--- src/rtl/seg7_pkg.sv ---
// rtl/seg7_pkg.sv - segment constants, FSM state type and decimal helper for seg7_capture
package seg7_pkg;

   localparam logic [6:0] SEG_0     = 7'b1000000;
   localparam logic [6:0] SEG_1     = 7'b1111001;
   localparam logic [6:0] SEG_2     = 7'b0100100;
   localparam logic [6:0] SEG_3     = 7'b0110000;
   localparam logic [6:0] SEG_4     = 7'b0011001;
   localparam logic [6:0] SEG_5     = 7'b0010010;
   localparam logic [6:0] SEG_6     = 7'b0000010;
   localparam logic [6:0] SEG_7     = 7'b1111000;
   localparam logic [6:0] SEG_8     = 7'b0000000;
   localparam logic [6:0] SEG_9     = 7'b0010000;
   localparam logic [6:0] SEG_BLANK = 7'b1111111;

   typedef enum logic {
      ST_EMPTY,
      ST_TRACK
   } state_t;

   function automatic logic [6:0] bcd_to_dec(input logic [3:0] tens, input logic [3:0] units);
      return 7'(tens) * 7'd10 + 7'(units);
   endfunction

endpackage

--- src/rtl/seg7_decode.sv ---
// rtl/seg7_decode.sv - active-low 7-segment pattern to {valid, digit}
module seg7_decode
   import seg7_pkg::*;
(
   input  logic [6:0] seg,
   output logic       valid,
   output logic [3:0] digit
);

   always_comb begin
      valid = 1'b1;
      digit = 4'd0;
      case (seg)
         SEG_0:   digit = 4'd0;
         SEG_1:   digit = 4'd1;
         SEG_2:   digit = 4'd2;
         SEG_3:   digit = 4'd3;
         SEG_4:   digit = 4'd4;
         SEG_5:   digit = 4'd5;
         SEG_6:   digit = 4'd6;
         SEG_7:   digit = 4'd7;
         SEG_8:   digit = 4'd8;
         SEG_9:   digit = 4'd9;
         default: valid = 1'b0;
      endcase
   end

endmodule

--- src/rtl/seg7_capture.sv ---
// rtl/seg7_capture.sv - debounced two-digit 7-segment capture with step tracking
// Optional input synchronizer: define SEG7_CAPTURE_SYNC_EN.
module seg7_capture
   import seg7_pkg::*;
#(
   parameter int STABLE_CYCLES = 4
) (
   input  logic       CLOCK_50,
   input  logic       reset,
   input  logic [6:0] HEX0_IN,
   input  logic [6:0] HEX1_IN,
   input  logic       clr,
   output logic [3:0] BCD0,
   output logic [3:0] BCD1,
   output logic       new_val,
   output logic       dir_up,
   output logic       dir_dn,
   output logic       step_err,
   output logic       pat_err
);

   localparam logic [7:0] EVAL_CNT = 8'(STABLE_CYCLES - 1);

   logic [13:0] pair_in;
   logic [13:0] pair_q;
   logic [7:0]  cnt_q;
   logic        eval;

`ifdef SEG7_CAPTURE_SYNC_EN
   logic [13:0] sync1_q;
   logic [13:0] sync2_q;

   always_ff @(posedge CLOCK_50 or negedge reset) begin
      if (!reset) begin
         sync1_q <= {SEG_BLANK, SEG_BLANK};
         sync2_q <= {SEG_BLANK, SEG_BLANK};
      end else begin
         sync1_q <= {HEX1_IN, HEX0_IN};
         sync2_q <= sync1_q;
      end
   end

   assign pair_in = sync2_q;
`else
   assign pair_in = {HEX1_IN, HEX0_IN};
`endif

   // The edge that brings the counter to STABLE_CYCLES is the only evaluation edge.
   always_ff @(posedge CLOCK_50 or negedge reset) begin
      if (!reset) begin
         pair_q <= {SEG_BLANK, SEG_BLANK};
         cnt_q  <= 8'd0;
      end else begin
         pair_q <= pair_in;
         if (pair_in != pair_q)
            cnt_q <= 8'd1;
         else if (cnt_q != 8'hFF)
            cnt_q <= cnt_q + 8'd1;
      end
   end

   assign eval = (pair_in == pair_q) && (cnt_q == EVAL_CNT);

   logic       valid0, valid1;
   logic [3:0] digit0, digit1;

   seg7_decode u_dec0 (.seg(pair_q[6:0]),  .valid(valid0), .digit(digit0));
   seg7_decode u_dec1 (.seg(pair_q[13:7]), .valid(valid1), .digit(digit1));

   logic [6:0] new_dec, held_dec, up_dec, dn_dec;

   assign new_dec  = bcd_to_dec(digit1, digit0);
   assign held_dec = bcd_to_dec(BCD1, BCD0);
   assign up_dec   = (held_dec == 7'd99) ? 7'd0  : held_dec + 7'd1;
   assign dn_dec   = (held_dec == 7'd0)  ? 7'd99 : held_dec - 7'd1;

   state_t     state_q, state_d;
   logic [3:0] bcd0_d, bcd1_d;
   logic       new_val_d, dir_up_d, dir_dn_d, step_ev, pat_ev;

   always_comb begin
      state_d   = state_q;
      bcd0_d    = BCD0;
      bcd1_d    = BCD1;
      new_val_d = 1'b0;
      dir_up_d  = 1'b0;
      dir_dn_d  = 1'b0;
      step_ev   = 1'b0;
      pat_ev    = 1'b0;
      if (eval) begin
         if (!(valid0 && valid1)) begin
            pat_ev = 1'b1;
         end else if (new_dec != held_dec) begin
            bcd0_d    = digit0;
            bcd1_d    = digit1;
            new_val_d = 1'b1;
            state_d   = ST_TRACK;
            // The first value after EMPTY has no predecessor to step from.
            if (state_q == ST_TRACK) begin
               if (new_dec == up_dec)
                  dir_up_d = 1'b1;
               else if (new_dec == dn_dec)
                  dir_dn_d = 1'b1;
               else
                  step_ev = 1'b1;
            end
         end
      end
   end

   always_ff @(posedge CLOCK_50 or negedge reset) begin
      if (!reset) begin
         state_q  <= ST_EMPTY;
         BCD0     <= 4'd0;
         BCD1     <= 4'd0;
         new_val  <= 1'b0;
         dir_up   <= 1'b0;
         dir_dn   <= 1'b0;
         step_err <= 1'b0;
         pat_err  <= 1'b0;
      end else begin
         state_q  <= state_d;
         BCD0     <= bcd0_d;
         BCD1     <= bcd1_d;
         new_val  <= new_val_d;
         dir_up   <= dir_up_d;
         dir_dn   <= dir_dn_d;
         step_err <= (step_err & ~clr) | step_ev;
         pat_err  <= (pat_err & ~clr) | pat_ev;
      end
   end

endmodule

--- config.mk ---
export PLATFORM = sky130hd
export DESIGN_NAME = seg7_capture
export DESIGN_NICKNAME = d
export VERILOG_FILES = /design/src/rtl/seg7_pkg.sv /design/src/rtl/seg7_decode.sv /design/src/rtl/seg7_capture.sv
export SDC_FILE = /design/constraint.sdc
export NUM_CORES = 1
export LEC_CHECK = 0
export CAP_MARGIN = 20
export CORE_ASPECT_RATIO = 1.25
export CORE_MARGIN = 5
export CORE_UTILIZATION = 50
export DETAILED_ROUTE_END_ITERATION = 8
export GPL_TIMING_DRIVEN = 1
export PLACE_DENSITY = 0.71
export SYNTH_ARGS = -nofsm -noshare
export SYNTH_HDL_FRONTEND = slang
export SYNTH_SLANG_ARGS = --single-unit
--- constraint.sdc ---
create_clock -name CLOCK_50 -period 3.83 [get_ports CLOCK_50]
set_input_delay 1.149 -clock CLOCK_50 [delete_from_list [all_inputs] [get_ports CLOCK_50]]
set_output_delay 1.149 -clock CLOCK_50 [all_outputs]
set_load 0.01 [all_outputs]
==> flow_summary.json <==
{
  "outcome": "complete, no violations",
  "synth_area_um2": 2803,
  "start_util_pct": 51.49,
  "arrival_ns": 3.98,
  "critical_path_class": "flip-flop to flip-flop",
  "pwr_density_cell_nw_per_um2": 218.2,
  "boundaryPins": 30,
  "setup_ws_ns": 0.03232,
  "syn_nets": 320,
  "critPathMaxFanout": 7,
  "syn_inst": 285,
  "gp_congestion": 0.8524,
  "r2r-start": "pair_q[12]$_DFF_PN1_",
  "htreeDepth": 2,
  "die_y_um": 93.71,
  "finish.net_count": 385,
  "timing.hold.ws_ns": 0.5383,
  "tns_ns": 0,
  "tightest_slew_ns": 0.5225,
  "cts_tree": "yes",
  "firstDrtPassIters": 4,
  "critPathRequiredTime_ns": 4.01,
  "ys_seq_elements": 36,
  "numCtsBuffers": 5,
  "finalCriticalPeriod_ns": 3.798,
  "via_per_inst": 5.665,
  "drtAntennaViolNets": 0,
  "layout-drive-gt1-share_pct": 29.06,
  "rsz0062_at_grt": "yes",
  "dieArea_um2": 7212,
  "cts_hold_buf": 0,
  "crit_path_end_kind": "flip-flop",
  "grt_usage_pct": 19.85,
  "antenna_cells": 0,
  "slew_headroom_pct": 64.85,
  "fmax_mhz": 263.3,
  "yosys_warnings": 0,
  "cap_violations": 0,
  "clockBufferDepth": 2,
  "insertion_delay_ns": 0.29,
  "finalCritPeriodShare_pct": 99.16,
  "port_buffers": 29,
  "syn_avg_cell_area_um2": 9.834,
  "synth_area_leaders": "dfrtp_1 (20%), dfstp_2 (13%), xor2_1 (8.4%)",
  "wl_per_cell_um": 15.93,
  "crit_start": "pair_q[12]$_DFF_PN1_",
  "synth_cell_type_count": 65,
  "drc_errors": 0,
  "clk_pin_slew_worst_paths_ns": 0.08,
  "peakVddDrop_mv": 0.1606,
  "routed_wl_um": 6610,
  "antenna_found_initial": 0,
  "yosys.area.top_type_share_pct": 19.64,
  "slew_violations": 0,
  "ys_seq_area_share_pct": 32.77,
  "drt-initial-drc-count": 102,
  "critPathLaunchType": "flip-flop",
  "syn_to_final_growth_pct": 28.30,
  "row_count": 30,
  "core-area_um2": 5443,
  "leakagePower_nw": 1.543,
  "synth_largest_area_cell": "dfrtp_1",
  "min-delay-start": "pat_err$_DFF_PN0_",
  "synthArstFlopShare_pct": 100.0,
  "dp_hpwl_um": 4922,
  "hold_path_class": "flip-flop to flip-flop",
  "synth_edf_count": 0,
  "power_uw": 784.6,
  "root_buffer": "clkbuf_8",
  "overflow": 0,
  "synth_flop_cell": "dfrtp_1",
  "dr_total_vias": 2351,
  "fillers": 433,
  "cts.sinks": 36,
  "grt_pass1_vias": 2462,
  "chipWidth_um": 76.97,
  "finalHoldViolCount": 0,
  "setup_viol": 0,
  "skew_ns": 0.01146,
  "grt_pass1_wl_um": 11660,
  "grt_max_degree": 37,
  "pre_cts_ws_ns": -0.07914
}
[per-layer routing]
| metal | track usage, % | vias to the layer above | share of wire (%) |
|---|---|---|---|
| li1 | - | 1155 | - |
| met1 | 23.56 | 1128 | 42 |
| met2 | 34.84 | 48 | 51 |
| met3 | 3.263 | 20 | 3.3 |
| met4 | 9.038 | 0 | 3.3 |
| met5 | 0 | - | 0 |
[worst paths after layout]
check	endpoint	depth (start not counted)	slack, ns
setup / recovery	BCD0[3]$_DFFE_PN0P_	15	0.03
hold / removal	pat_err$_DFF_PN0_	2	0.54
setup reg to reg	BCD0[3]$_DFFE_PN0P_	15	0.03
hold reg to reg	pat_err$_DFF_PN0_	2	0.54
max in group asynchronous	pair_q[5]$_DFF_PN1_	2	2.19
min in group asynchronous	BCD1[3]$_DFFE_PN0P_	2	1.28
[worst max-delay path, stage by stage (launching register included)]
cell      delay, ns
dfstp_2        0.37
or4_4          0.55
nor2_4         0.10
nand3b_1       0.09
o41ai_2        0.07
ha_1           0.30
ha_2           0.18
fa_1           0.51
nand2_1        0.07
nor3_2         0.11
xnor3_2        0.31
xnor2_2        0.18
nor2_2         0.08
a211oi_4       0.29
buf_12         0.17
mux2_4         0.30
[per-stage QoR]
| stage | utilization (%) | area (µm²) | instances |
|---|---|---|---|
| final | 66.07 | 3596 | 415 |
| after global routing | 66.07 | 3596 | 415 |
| after CTS | 65.20 | 3548 | 411 |
| after detailed placement | 61.82 | 3364 | 397 |
| after global placement | 61.82 | 3364 | 397 |
| after floorplan | - | 2851 | 285 |
[layout make-up]
| cell class | count | area, µm² | share of cell area (%) |
|---|---|---|---|
| inverters | 10 | 37.54 | 1.044 |
| repair buffers | 72 | 629.4 | 17.50 |
| flip-flops and latches | 36 | 918.4 | 25.54 |
| multi-input cells | 225 | 1842 | 51.22 |
| clock buffers | 6 | 72.57 | 2.018 |
| clock inverters | 2 | 16.27 | 0.4523 |
| well taps | 64 | 80.08 | 2.227 |
[report_power, final]
part	leakage [nW]	switching (mW)	internal (mW)	total [mW]
logic	1.07	0.0492	0.0571	0.106
clock network	0.0414	0.140	0.129	0.269
registers	0.434	0.0147	0.394	0.409
total	1.54	0.204	0.581	0.785
[synth_stat cells, types with 5 or more instances]
master,instances
a211oi_1,5
a21oi_1,9
and3_1,6
clkbuf_1,5
dfrtp_1,22
dfstp_2,14
ha_1,14
inv_1,10
mux2_2,6
nand2_1,17
nand3_1,8
nand4_1,6
nor2_1,16
nor3_1,14
nor4_1,6
o21ai_0,7
xnor2_1,19
xor2_1,27
[registers in the layout, summed over array words and instances (netlist names)]
register / cells
BCD1: 4
cnt_q: 8
step_err: 1
pair_q: 14
dir_up: 1
state_q: 1
dir_dn: 1
pat_err: 1
new_val: 1
BCD0: 4
[repair_timing]
| item | 4_1_cts | 5_1_grt |
|---|---|---|
| buffers inserted | 6 | 4 |
| setup endpoints to repair | 8 | 12 |
| hold endpoints to repair | 0 | 0 |
| resized for setup | 11 | 6 |
| pin swaps | 15 | 7 |
[layout by cell type (no fill, tap or decap), types with 6 or more instances in the layout]
| cell type | instances |
|---|---|
| a21oi_1 | 9 |
| clkdlybuf4s50_1 | 29 |
| dfstp_2 | 14 |
| xor2_1 | 27 |
| nand2_1 | 17 |
| nand4_1 | 6 |
| buf_4 | 41 |
| ha_1 | 13 |
| nand3_1 | 8 |
| inv_1 | 10 |
| dfrtp_1 | 22 |
| xnor2_1 | 17 |
| nor3_1 | 11 |
| and3_1 | 6 |
| nor2_1 | 15 |
[cells by family (layout without fill, tap and decap cells)]
family | after synthesis | count (layout) | share of synthesized area [%]
DFF | 36 | 36 | 32.77
adders and majority gates | 18 | 18 | 9.107
xor gates and xnor gates | 48 | 48 | 15.80
and+or+nand+nor | 106 | 106 | 21.79
AOI/OAI and AO/OA | 45 | 45 | 11.88
muxes | 8 | 8 | 3.125
buffers and inverters | 24 | 90 | 5.536
Power figures use the tool's default switching activity.
